==> src/rtl/bist_seq_ctrl.sv <==
// -----------------------------------------------------------------------------
// bist_seq_ctrl
// Built-in self-test sequencer for the s298 sequential core (3 inputs,
// 6 outputs). One self-test per accepted START:
//   IDLE -> INIT (core held cleared with G0=1) -> RUN (LFSR patterns applied,
//   core outputs compacted into a MISR) -> CMP (signature vs GOLDEN) -> IDLE.
//
// Ports
//   CK      in   1   clock, rising edge
//   RST     in   1   synchronous reset, active-high, highest priority
//   START   in   1   begin a test (only looked at in IDLE)
//   ABORT   in   1   cancel a running test (INIT/RUN/CMP), DONE stays 0
//   CUT_PO  in   6   core outputs G66,G67,G117,G118,G132,G133
//   CUT_PI  out  3   core inputs G0,G1,G2
//   BUSY    out  1   high in INIT, RUN and CMP
//   DONE    out  1   sticky completion flag, cleared by next accepted START
//   PASS    out  1   signature matched GOLDEN (valid when DONE=1)
//   SIG     out  16  current MISR contents
// -----------------------------------------------------------------------------
module bist_seq_ctrl #(
    parameter int          CYCLES   = 1024,
    parameter int          INIT_CYC = 4,
    parameter logic [15:0] SEED     = 16'hACE1,
    parameter logic [15:0] GOLDEN   = 16'h0000
) (
    input  logic        CK,
    input  logic        RST,
    input  logic        START,
    input  logic        ABORT,
    input  logic [5:0]  CUT_PO,
    output logic [2:0]  CUT_PI,
    output logic        BUSY,
    output logic        DONE,
    output logic        PASS,
    output logic [15:0] SIG
);

    // One counter serves both INIT and RUN, so it is sized for the longer one.
    localparam int               CNT_MAX   = (CYCLES > INIT_CYC) ? CYCLES : INIT_CYC;
    localparam int               CNT_W     = $clog2(CNT_MAX + 1);
    localparam logic [CNT_W-1:0] RUN_LAST  = CNT_W'(CYCLES - 1);
    localparam logic [CNT_W-1:0] INIT_LAST = CNT_W'(INIT_CYC - 1);
    localparam logic [CNT_W-1:0] CNT_ONE   = CNT_W'(1);

    // An all-zero seed would lock the LFSR, so it is replaced by 1.
    localparam logic [15:0] SEED_EFF = (SEED == 16'h0000) ? 16'h0001 : SEED;

    localparam logic [1:0] S_IDLE = 2'd0;
    localparam logic [1:0] S_INIT = 2'd1;
    localparam logic [1:0] S_RUN  = 2'd2;
    localparam logic [1:0] S_CMP  = 2'd3;

    // Fibonacci LFSR, x^16+x^14+x^13+x^11+1
    function automatic logic [15:0] lfsr_step(input logic [15:0] v);
        return {v[14:0], v[15] ^ v[13] ^ v[12] ^ v[10]};
    endfunction

    // MISR with the same polynomial, core outputs folded into the low bits
    function automatic logic [15:0] misr_step(input logic [15:0] v, input logic [5:0] po);
        return {v[14:0], v[15] ^ v[13] ^ v[12] ^ v[10]} ^ {10'b0, po};
    endfunction

    logic [1:0]       state_q, state_d;
    logic [15:0]      lfsr_q,  lfsr_d;
    logic [15:0]      misr_q,  misr_d;
    logic [CNT_W-1:0] cnt_q,   cnt_d;
    logic             done_q,  done_d;
    logic             pass_q,  pass_d;

    always_comb begin
        state_d = state_q;
        lfsr_d  = lfsr_q;
        misr_d  = misr_q;
        cnt_d   = cnt_q;
        done_d  = done_q;
        pass_d  = pass_q;
        case (state_q)
            S_IDLE: begin
                // START outranks a coincident ABORT here, since ABORT is not
                // looked at in IDLE at all.
                if (START) begin
                    state_d = S_INIT;
                    done_d  = 1'b0;
                    pass_d  = 1'b0;
                    misr_d  = 16'h0000;
                    lfsr_d  = SEED_EFF;
                    cnt_d   = '0;
                end
            end
            S_INIT: begin
                if (ABORT) begin
                    state_d = S_IDLE;
                    cnt_d   = '0;
                end else if (cnt_q == INIT_LAST) begin
                    state_d = S_RUN;
                    cnt_d   = '0;
                end else begin
                    cnt_d = cnt_q + CNT_ONE;
                end
            end
            S_RUN: begin
                // An aborting edge leaves the MISR as it was; only completed
                // RUN cycles are compacted.
                if (ABORT) begin
                    state_d = S_IDLE;
                    cnt_d   = '0;
                end else begin
                    misr_d = misr_step(misr_q, CUT_PO);
                    lfsr_d = lfsr_step(lfsr_q);
                    if (cnt_q == RUN_LAST) begin
                        state_d = S_CMP;
                        cnt_d   = '0;
                    end else begin
                        cnt_d = cnt_q + CNT_ONE;
                    end
                end
            end
            default: begin
                state_d = S_IDLE;
                if (!ABORT) begin
                    pass_d = (misr_q == GOLDEN);
                    done_d = 1'b1;
                end
            end
        endcase
    end

    always_ff @(posedge CK) begin
        if (RST) begin
            state_q <= S_IDLE;
            lfsr_q  <= SEED_EFF;
            misr_q  <= 16'h0000;
            cnt_q   <= '0;
            done_q  <= 1'b0;
            pass_q  <= 1'b0;
        end else begin
            state_q <= state_d;
            lfsr_q  <= lfsr_d;
            misr_q  <= misr_d;
            cnt_q   <= cnt_d;
            done_q  <= done_d;
            pass_q  <= pass_d;
        end
    end

    // G0 doubles as the core's clear: held high in INIT, and pulsed in RUN
    // only when the low LFSR nibble is all ones.
    always_comb begin
        CUT_PI = 3'b000;
        case (state_q)
            S_INIT:  CUT_PI = 3'b001;
            S_RUN:   CUT_PI = {lfsr_q[2:1], (lfsr_q[3:0] == 4'hF)};
            default: CUT_PI = 3'b000;
        endcase
    end

    assign BUSY = (state_q != S_IDLE);
    assign DONE = done_q;
    assign PASS = pass_q;
    assign SIG  = misr_q;

endmodule

==> config.mk <==
export PLATFORM = sky130hd
export DESIGN_NAME = bist_seq_ctrl
export DESIGN_NICKNAME = d
export VERILOG_FILES = /design/src/rtl/bist_seq_ctrl.sv
export SDC_FILE = /design/constraint.sdc
export NUM_CORES = 1
export LEC_CHECK = 0
export ABC_AREA = 1
export CAP_MARGIN = 20
export CORE_ASPECT_RATIO = 0.75
export CORE_MARGIN = 5
export CORE_UTILIZATION = 54
export DETAILED_ROUTE_END_ITERATION = 8
export GPL_ROUTABILITY_DRIVEN = 1
export PLACE_DENSITY = 0.79
export RECOVER_POWER = 50
export SETUP_SLACK_MARGIN = 0.2
export SYNTH_ARGS = -nofsm -noshare
export SYNTH_HDL_FRONTEND = slang
export SYNTH_SLANG_ARGS = --single-unit
==> constraint.sdc <==
create_clock -name CK -period 1.9 [get_ports CK]
set_input_delay 0.57 -clock CK [delete_from_list [all_inputs] [get_ports CK]]
set_output_delay 0.57 -clock CK [all_outputs]
set_load 0.02 [all_outputs]
# Yosys cells after proc, flatten, opt, wreduce, memory -nomap -nowiden
# Index checks and enable logic that the tools add are counted.
# Widths: inputs -> output; s select.
dict set report classes {
  n_addsub 1
  eq_ne 10
  mux 24
  bitwise 8
  n_reduce_logical 10
}
# op count
set op_table {}
lappend op_table {{$mux 16} 4}
lappend op_table {{$pmux 16 s2} 2}
lappend op_table {{$mux 11} 5}
lappend op_table {{$pmux 11 s3} 1}
lappend op_table {{$logic_not 16->1} 1}
lappend op_table {{$xor 16x6->16} 1}
lappend op_table {{$add 11x1->11 const B} 1}
lappend op_table {{$eq 11x10->1 const B} 1}
lappend op_table {{$eq 11x2->1 const B} 1}
lappend op_table {{$mux 2} 5}
lappend op_table {{$reduce_and 3->1} 3}
lappend op_table {{$ne 3x3->1 const B} 2}
lappend op_table {{$pmux 2 s3} 1}
lappend op_table {{$pmux 3 s2} 1}
lappend op_table {{$xor 1x1->1} 6}
lappend op_table {{$eq 4x4->1 const B} 1}
lappend op_table {{$ne 2x2->1 const B} 2}
lappend op_table {{$pmux 1 s2} 2}
lappend op_table {{$reduce_bool 2->1} 2}
lappend op_table {{$mux 1} 3}
lappend op_table {{$reduce_bool 3->1} 1}
lappend op_table {{$eq 2x1->1 const B} 1}
lappend op_table {{$eq 2x2->1 const B} 1}
lappend op_table {{$logic_not 2->1} 1}
lappend op_table {{other kinds (4)} 4}
dict set report word_totals {
  ff_bits 47
  in_bits 10
  output_inout_bits 22
  wordCells 59
}

# Longest topological paths before layout
# Gate-level depths: netlist (run 1).
dict set report depth {
  word_depth 6
  ltp_mapped 10
  mapped_depth_nobuf 10
}

# Least setup slack after synthesis (run 1)
# OpenSTA, ideal clock, no wires.
dict set report synth_path {
  kind {flip-flop to output port}
  from {reg state_q[0]}
  to {out CUT_PI[2]}
  t_arrival_ns 1.210
  required_ns 1.330
  slack_ns 0.120
  path_stages_with_launch 8
  path_buffers 3
  cell_sequence {dfxtp_1 > inv_1 > ha_1 > buf_4 > clkbuf_1 > nand2_1 > inv_1 > buf_4}
}
dict set report synth_via {
  elab_chain_len 2
  elab_cells_between_ends 3
  cone_classes {eq/ne: 2; mux: 1}
}
# element line
set synth_lines {}
lappend synth_lines {{from (decl)} 63} ;# logic [1:0] state_q, state_d;
lappend synth_lines {{from (signal assigned)} 137} ;# state_q <= state_d;
lappend synth_lines {{$eq 2x2->1 or $eq 2x1->1 (tied branches)} 150} ;# case (state_q)
lappend synth_lines {{$pmux 3 s2 (*)} 150}
lappend synth_lines {{to (decl)} 31} ;# output logic [2:0] CUT_PI,
# Mark *: on every way between the ends. The rest lies on a longest branch, timed or not.

# Worst setup path after layout (run 1)
dict set report layout_path {
  from {reg state_q[1]}
  to {out CUT_PI[0]}
}
# The elaborated chain is that of the path after synthesis.

==> impl_metrics.csv, run 1 <==
group,metric,value,unit
route,drt-total-wl,7120,um
floorplan,die_x,85.6,um
critical_path,worst-path-buf-inv,3,
cts,clk_path_buf_depth,2,
cts,cts_tree,"done",
global_route,grt_pass1_wl,8840,um
power_and_ir_drop,p_leak,1.42,nW
timing,setup_viol,0,
yosys,synth_top_area_frac,0.406,
timing,hold_viol_final,0,
cts,root_buffer,"clkbuf_8",
global_route,grt_start_max_net_pins,39,
timing,slew_headroom,0.756,
floorplan,rows,20,
power_and_ir_drop,ir_worst_vdd,0.608,mV
critical_path,slowest_stage,"dfxtp_4",
cts,clk_latency,0.30,ns
floorplan,die-area,5710,um2
final_layout,syn2layout_area_growth,43.3,%
yosys,ys_seq_area_frac,0.406,
final_layout,n_antenna_cell,0,
yosys,synth_area_leaders,"dfxtp_1 41%, nand2_1 12%, a21oi_1 9.1%",
yosys,synth_warnings,0,
flow_run,drv_cap,0,
critical_path,max_stage_delay,0.38,ns
route,vias,2348,
global_route,grt_util_all_layers,0.197,
power_and_ir_drop,power.density,970,nW/um2
cts,clk_pin_slew_worst_paths,0.08,ns
yosys,synth_area_per_cell,7.52,um2
route,viasPerCell,5.56,
yosys,synthesis.area,2320,um2
floorplan,core,4100,um2
timing,setup_tns,0,ns
timing,fin_skew,0.0128,ns
global_route,antenna_found_initial,0,
cts,cts_sinks,47,
critical_path,critPathMaxFanout,3,
cts,cts_hold_buf,0,
final_layout,nets,381,
global_route,gr-total-overflow,0,
timing,fin_crit_sh,0.999,
yosys,synth_edf_count,0,
timing,rsz0062_at_grt,"yes",
critical_path,crit_family,"flip-flops",
cts,htreeDepth,2,
route,drtAntennaViolNets,0,
floorplan,start_util,0.564,
critical_path,critical_path_class,"reg2out",
route,drt_iter0_markers,174,
timing,final_max_slew_viol_count,0,
final_layout,drive_gt1_frac,0.294,
cts,numCtsBuffers,5,
timing,fin_crit,1.90,ns
critical_path,crit_chain,"inv_2 -> ha_2 -> inv_1 -> nor2_2 -> buf_6",
critical_path,cp-end-kind,"output port",
status,status,"complete, no violations",
critical_path,r2r_slack,0.03,ns
critical_path,cp.required,1.33,ns
critical_path,worstPathArrival,1.33,ns
floorplan,die_h,66.7,um
yosys,async_flop_share,0,
final_layout,final_util,0.809,
route,drc,0,
yosys,netlist_instances,308,
critical_path,critPathLaunchType,"flip-flop",
placed_design,gp_congestion,0.835,
yosys,yosysUniqueCellTypes,34,
final_layout,n_fill_cell,261,
floorplan,num_io_pins,32,
placed_design,port_buffers,31,
yosys,ys_ff_latch,47,
timing,worst_pin_slew,0.365,ns
yosys,yosysTopAreaCell,"dfxtp_1",
placed_design,hpwl,3720,um
min_path,hold_class,"reg2reg",
yosys,synth_nets,323,
route,wl_per_cell,16.9,um
global_route,grt_pass1_vias,1945,
timing,clock.fmax,527,MHz
yosys,yosysMostFrequentCell,"nand2_1",
route,drtPass1Iterations,4,
yosys,synthFlopType,"dfxtp_1",
yosys,yosys-top-cells-count,"73 x nand2_1, 47 x dfxtp_1, 42 x a21oi_1",
[layout make-up]
cell class,instances,area (um2),area share
Timing Repair Buffer,63,639,0.193
Tap cell,55,68.8,0.0207
Inverter,24,105,0.0317
Clock inverter,2,60.1,0.0181
Clock buffer,6,72.6,0.0219
Timing Repair inverter,2,32.5,0.00980
Sequential cell,47,947,0.285
Multi-Input combinational cell,223,1390,0.420
[registers in the layout (all words and copies together), names as in the netlist]
register	flops
PASS	1
cnt_q	11
SIG	16
DONE	1
state_q	2
lfsr_q	16
[cell families after synthesis]
logic type	Yosys count	share of synthesized area
buf+inv	38	0.0864
fa+ha+maj	5	0.0270
flops	47	0.406
compound gates	61	0.146
xor+xnor	13	0.0492
simple gates	144	0.285
[layer usage]
layer	up-vias	wire length, um	track usage
met5	-	0	0
li1	1121	-	-
met3	20	442	0.0606
met2	89	3530	0.331
met1	1118	2980	0.245
met4	0	174	0.0534
[power breakdown]
part | internal, mW | total, mW | switching [mW]
Combinational | 0.552 | 1.22 | 0.663
Clock | 0.526 | 0.861 | 0.335
Sequential | 1.06 | 1.14 | 0.0796
Total | 2.14 | 3.22 | 1.08
[worst register-to-register path, stage by stage (launching register included)]
cell and delay [ns]:
dfxtp_2 0.35, inv_2 0.06, ha_4 0.17, buf_4 0.13
buf_6 0.12, buf_12 0.13, o21ai_2 0.22, nand2_8 0.16
buf_12 0.18, clkinv_8 0.05, nand3_1 0.07, a21oi_1 0.18
[through the flow]
step           total power [mW]  hold slack, ns  area (um2)  instances  setup slack (ns)
5_1_grt                    3.35           0.490        3320        422           -0.0671
3_3_place_gp               1.89           0.437        2770        399            -0.142
2_1_floorplan              1.67           0.428        2320        308             0.198
3_5_place_dp               1.91           0.442        2770        399            -0.215
4_1_cts                    2.76           0.467        2910        408           -0.0265
6_report                   3.22           0.464        3320        422           0.00188
[cells in the final DEF, fill, tap and decap left out, types with 2 or more instances in the layout]
master           instances
nand2_1                 62
dfxtp_1                 44
nor2_1                  25
a21oi_1                 23
nand3_1                 23
buf_4                   22
a21oi_2                 19
dlygate4sd2_1           17
inv_1                   16
xor2_1                  10
o21ai_0                  9
nand2_4                  8
clkdlybuf4s50_1          8
nand2_2                  7
buf_6                    7
inv_2                    6
clkbuf_8                 5
buf_12                   5
nand4_1                  3
clkinv_8                 3
xnor2_1                  3
nand3_4                  3
dfxtp_2                  2
nor2_2                   2
nor2_8                   2
nor2_4                   2
o21bai_1                 2
nor4_1                   2
nand3_2                  2
o21ai_1                  2
ha_2                     2
ha_1                     2
bufinv_16                2
clkbuf_1                 2
clkbuf_16                2
[worst paths after layout]
check                      endpoint                    start  cells after the start
max                       CUT_PI[0]  state_q[1]$_SDFFE_PP0P_                      5
min          lfsr_q[4]$_SDFFE_PP0P_   lfsr_q[4]$_SDFFE_PP0P_                      2
max reg2reg    SIG[14]$_SDFFE_PP0P_  state_q[0]$_SDFFE_PP0P_                     11
min reg2reg  lfsr_q[4]$_SDFFE_PP0P_   lfsr_q[4]$_SDFFE_PP0P_                      2
[repair_timing]
action / 4_1_cts / 5_1_grt
cloned: 0 / 5
hold endpoints to repair: 0 / 0
pin swaps: 1 / 9
endpoints found under the setup margin: 26 / 35
setup buffers: 1 / 9
resized for setup: 47 / 76
No activity file was read; power rests on OpenSTA's default activity.
==> run 2, diff against run 1 <==
- CORE_UTILIZATION: 54 -> 40
- PLACE_DENSITY: 0.79 -> unset
==> run 2 against run 1 <==
  * Cell count grew 2.8%
  * Largest power group is now sequential cells
  * Cell area down 11%
  * Utilization down 29 points
  * Register-to-register slack better by 0.23 ns
  * Non-clock buffer count down 8
  * Critical path depth unchanged
  * Count of clock-buffer cells in the layout unchanged
  * Fmax is 2.2% higher
  * Sequential power is essentially flat
  * Die area increased by 30%
  * Via count fell by 12%
  * Critical path type unchanged
  * Combinational power decreased by 36%
==> impl_metrics.csv, run 2 (synthesis results as in run 1) <==
group,metric,value,unit
route,wl_per_cell,12.0,um
global_route,grt_start_max_net_pins,39,
floorplan,num_io_pins,32,
min_path,min-delay-start,"lfsr_q[6]$_SDFFE_PP1P_",
critical_path,worstPathArrival,1.29,ns
timing,fin_skew,0.00818,ns
floorplan,die_h,75.9,um
route,vias,2055,
final_layout,final_cell_mix,"71 x nand2_1, 45 x dfxtp_1, 42 x a21oi_1",
floorplan,die-area,7430,um2
critical_path,cp.required,1.33,ns
timing,rsz0062_at_grt,"yes",
critical_path,critPathMaxFanout,3,
timing,slew_headroom,0.789,
timing,setup_tns,0,ns
placed_design,gp_congestion,0.826,
cts,htreeDepth,2,
critical_path,cp-end-kind,"output port",
critical_path,critPathLaunchType,"flip-flop",
final_layout,syn2layout_area_growth,27.7,%
min_path,hold_class,"reg2reg",
global_route,grt_pass1_wl,8630,um
route,drtAntennaViolNets,0,
route,drt-total-wl,5190,um
route,drtPass1Iterations,4,
timing,final_max_slew_viol_count,0,
cts,clk_path_buf_depth,2,
global_route,antenna_found_initial,0,
final_layout,n_antenna_cell,0,
route,viasPerCell,4.74,
critical_path,r2r-start,"state_q[0]$_SDFFE_PP0P_",
timing,fin_crit_sh,0.977,
timing,hold_viol_final,0,
route,drc,0,
timing,worst_slack,0.0429,ns
placed_design,place_inst,425,
global_route,grt_util_all_layers,0.142,
cts,cts_hold_buf,0,
cts,numCtsBuffers,5,
power_and_ir_drop,power.density,848,nW/um2
global_route,grt_pass1_vias,1827,
status,status,"complete, no violations",
global_route,gr-total-overflow,0,
floorplan,die_x,97.9,um
cts,cts_tree,"done",
critical_path,reg2reg_depth,9,
flow_run,drv_cap,0,
final_layout,drive_gt1_frac,0.188,
floorplan,rows,24,
critical_path,crit_start,"state_q[0]$_SDFFE_PP0P_",
timing,hold_slack,0.465,ns
final_layout,stdcell_count,434,
cts,cts_sinks,47,
floorplan,core,5710,um2
min_path,min_path_cells,2,
critical_path,critical_path_class,"reg2out",
critical_path,r2r_slack,0.26,ns
final_layout,layout_commonest_cell,"nand2_1",
cts,root_buffer,"clkbuf_8",
floorplan,start_util,0.406,
power_and_ir_drop,ir_worst_vdd,0.437,mV
final_layout,final_util,0.518,
final_layout,nets,371,
timing,fin_crit,1.86,ns
timing,worst_pin_slew,0.314,ns
power_and_ir_drop,p_leak,1.27,nW
route,drt_iter0_markers,94,
min_path,hold_end,"lfsr_q[6]$_SDFFE_PP1P_",
timing,clock.fmax,538,MHz
critical_path,r2r-end,"lfsr_q[0]$_SDFFE_PP1P_",
placed_design,hpwl,3740,um
placed_design,dp_slack,-0.172,ns
timing,setup_viol,0,
placed_design,port_buffers,31,
cts,clk_latency,0.30,ns
cts,clk_pin_slew_worst_paths,0.08,ns
-- run 2: changes by cell type in the layout (fill, tap and decap cells not counted), sizes merged --
cell          change
buf               -8
clkbuf            -1
inv               +1
dlygate4sd2       +1
dlygate4sd3       +1
dlymetal6s2s      -1
bufinv            -2
clkinv            -2
-- run 2: layout make-up --
cell class,count,area [um2]
clock buffer,6,82.6
clock inverter,1,5.00
fill,598,2750
inverter,24,105
multi-input combinational,223,1240
sequential,47,946
tap,78,97.6
timing repair buffer,55,484
-- run 2: what timing repair did --
item,4_1_cts,5_1_grt
endpoints found under the setup margin,22,28
gates resized for setup,51,15
pin swaps,3,3
setup buffers,1,1
-- run 2: report_power, final --
part / switching [mW] / total, mW / internal [mW]
registers: 0.0639 / 1.13 / 1.06
logic: 0.456 / 0.780 / 0.324
clock network: 0.313 / 0.599 / 0.286
-- run 2: worst max-delay path, stage by stage, from the launching register on --
cell	delay, ns
dfxtp_2	0.34
buf_4	0.15
ha_4	0.16
a41oi_2	0.17
nor2_2	0.06
buf_6	0.13
-- run 2: how the worst max path moves through the flow --
stage                      to  slack (ns)  depth (start not counted)
floorplan           CUT_PI[2]        0.20                          7
global placement    CUT_PI[0]       -0.14                          7
detailed placement  CUT_PI[0]       -0.17                          7
CTS                 CUT_PI[0]        0.01                          7
global route        CUT_PI[0]       -0.01                          7
finish              CUT_PI[0]        0.04                          5
-- run 2: per-layer routing --
layer | vias up | global-route usage | wire length [um]
met3 | 4 | 0.0403 | 257
met1 | 912 | 0.202 | 2800
li1 | 1103 | - | -
met4 | 0 | 0.0323 | 21
met2 | 36 | 0.216 | 2110
met5 | - | 0 | 0
-- run 2: metrics by stage --
step,cell area (um2),total power [mW]
after floorplan,2320,1.67
after global placement,2800,1.88
after detailed placement,2800,1.88
after CTS,2900,2.50
after global routing,2960,2.67
final,2960,2.51
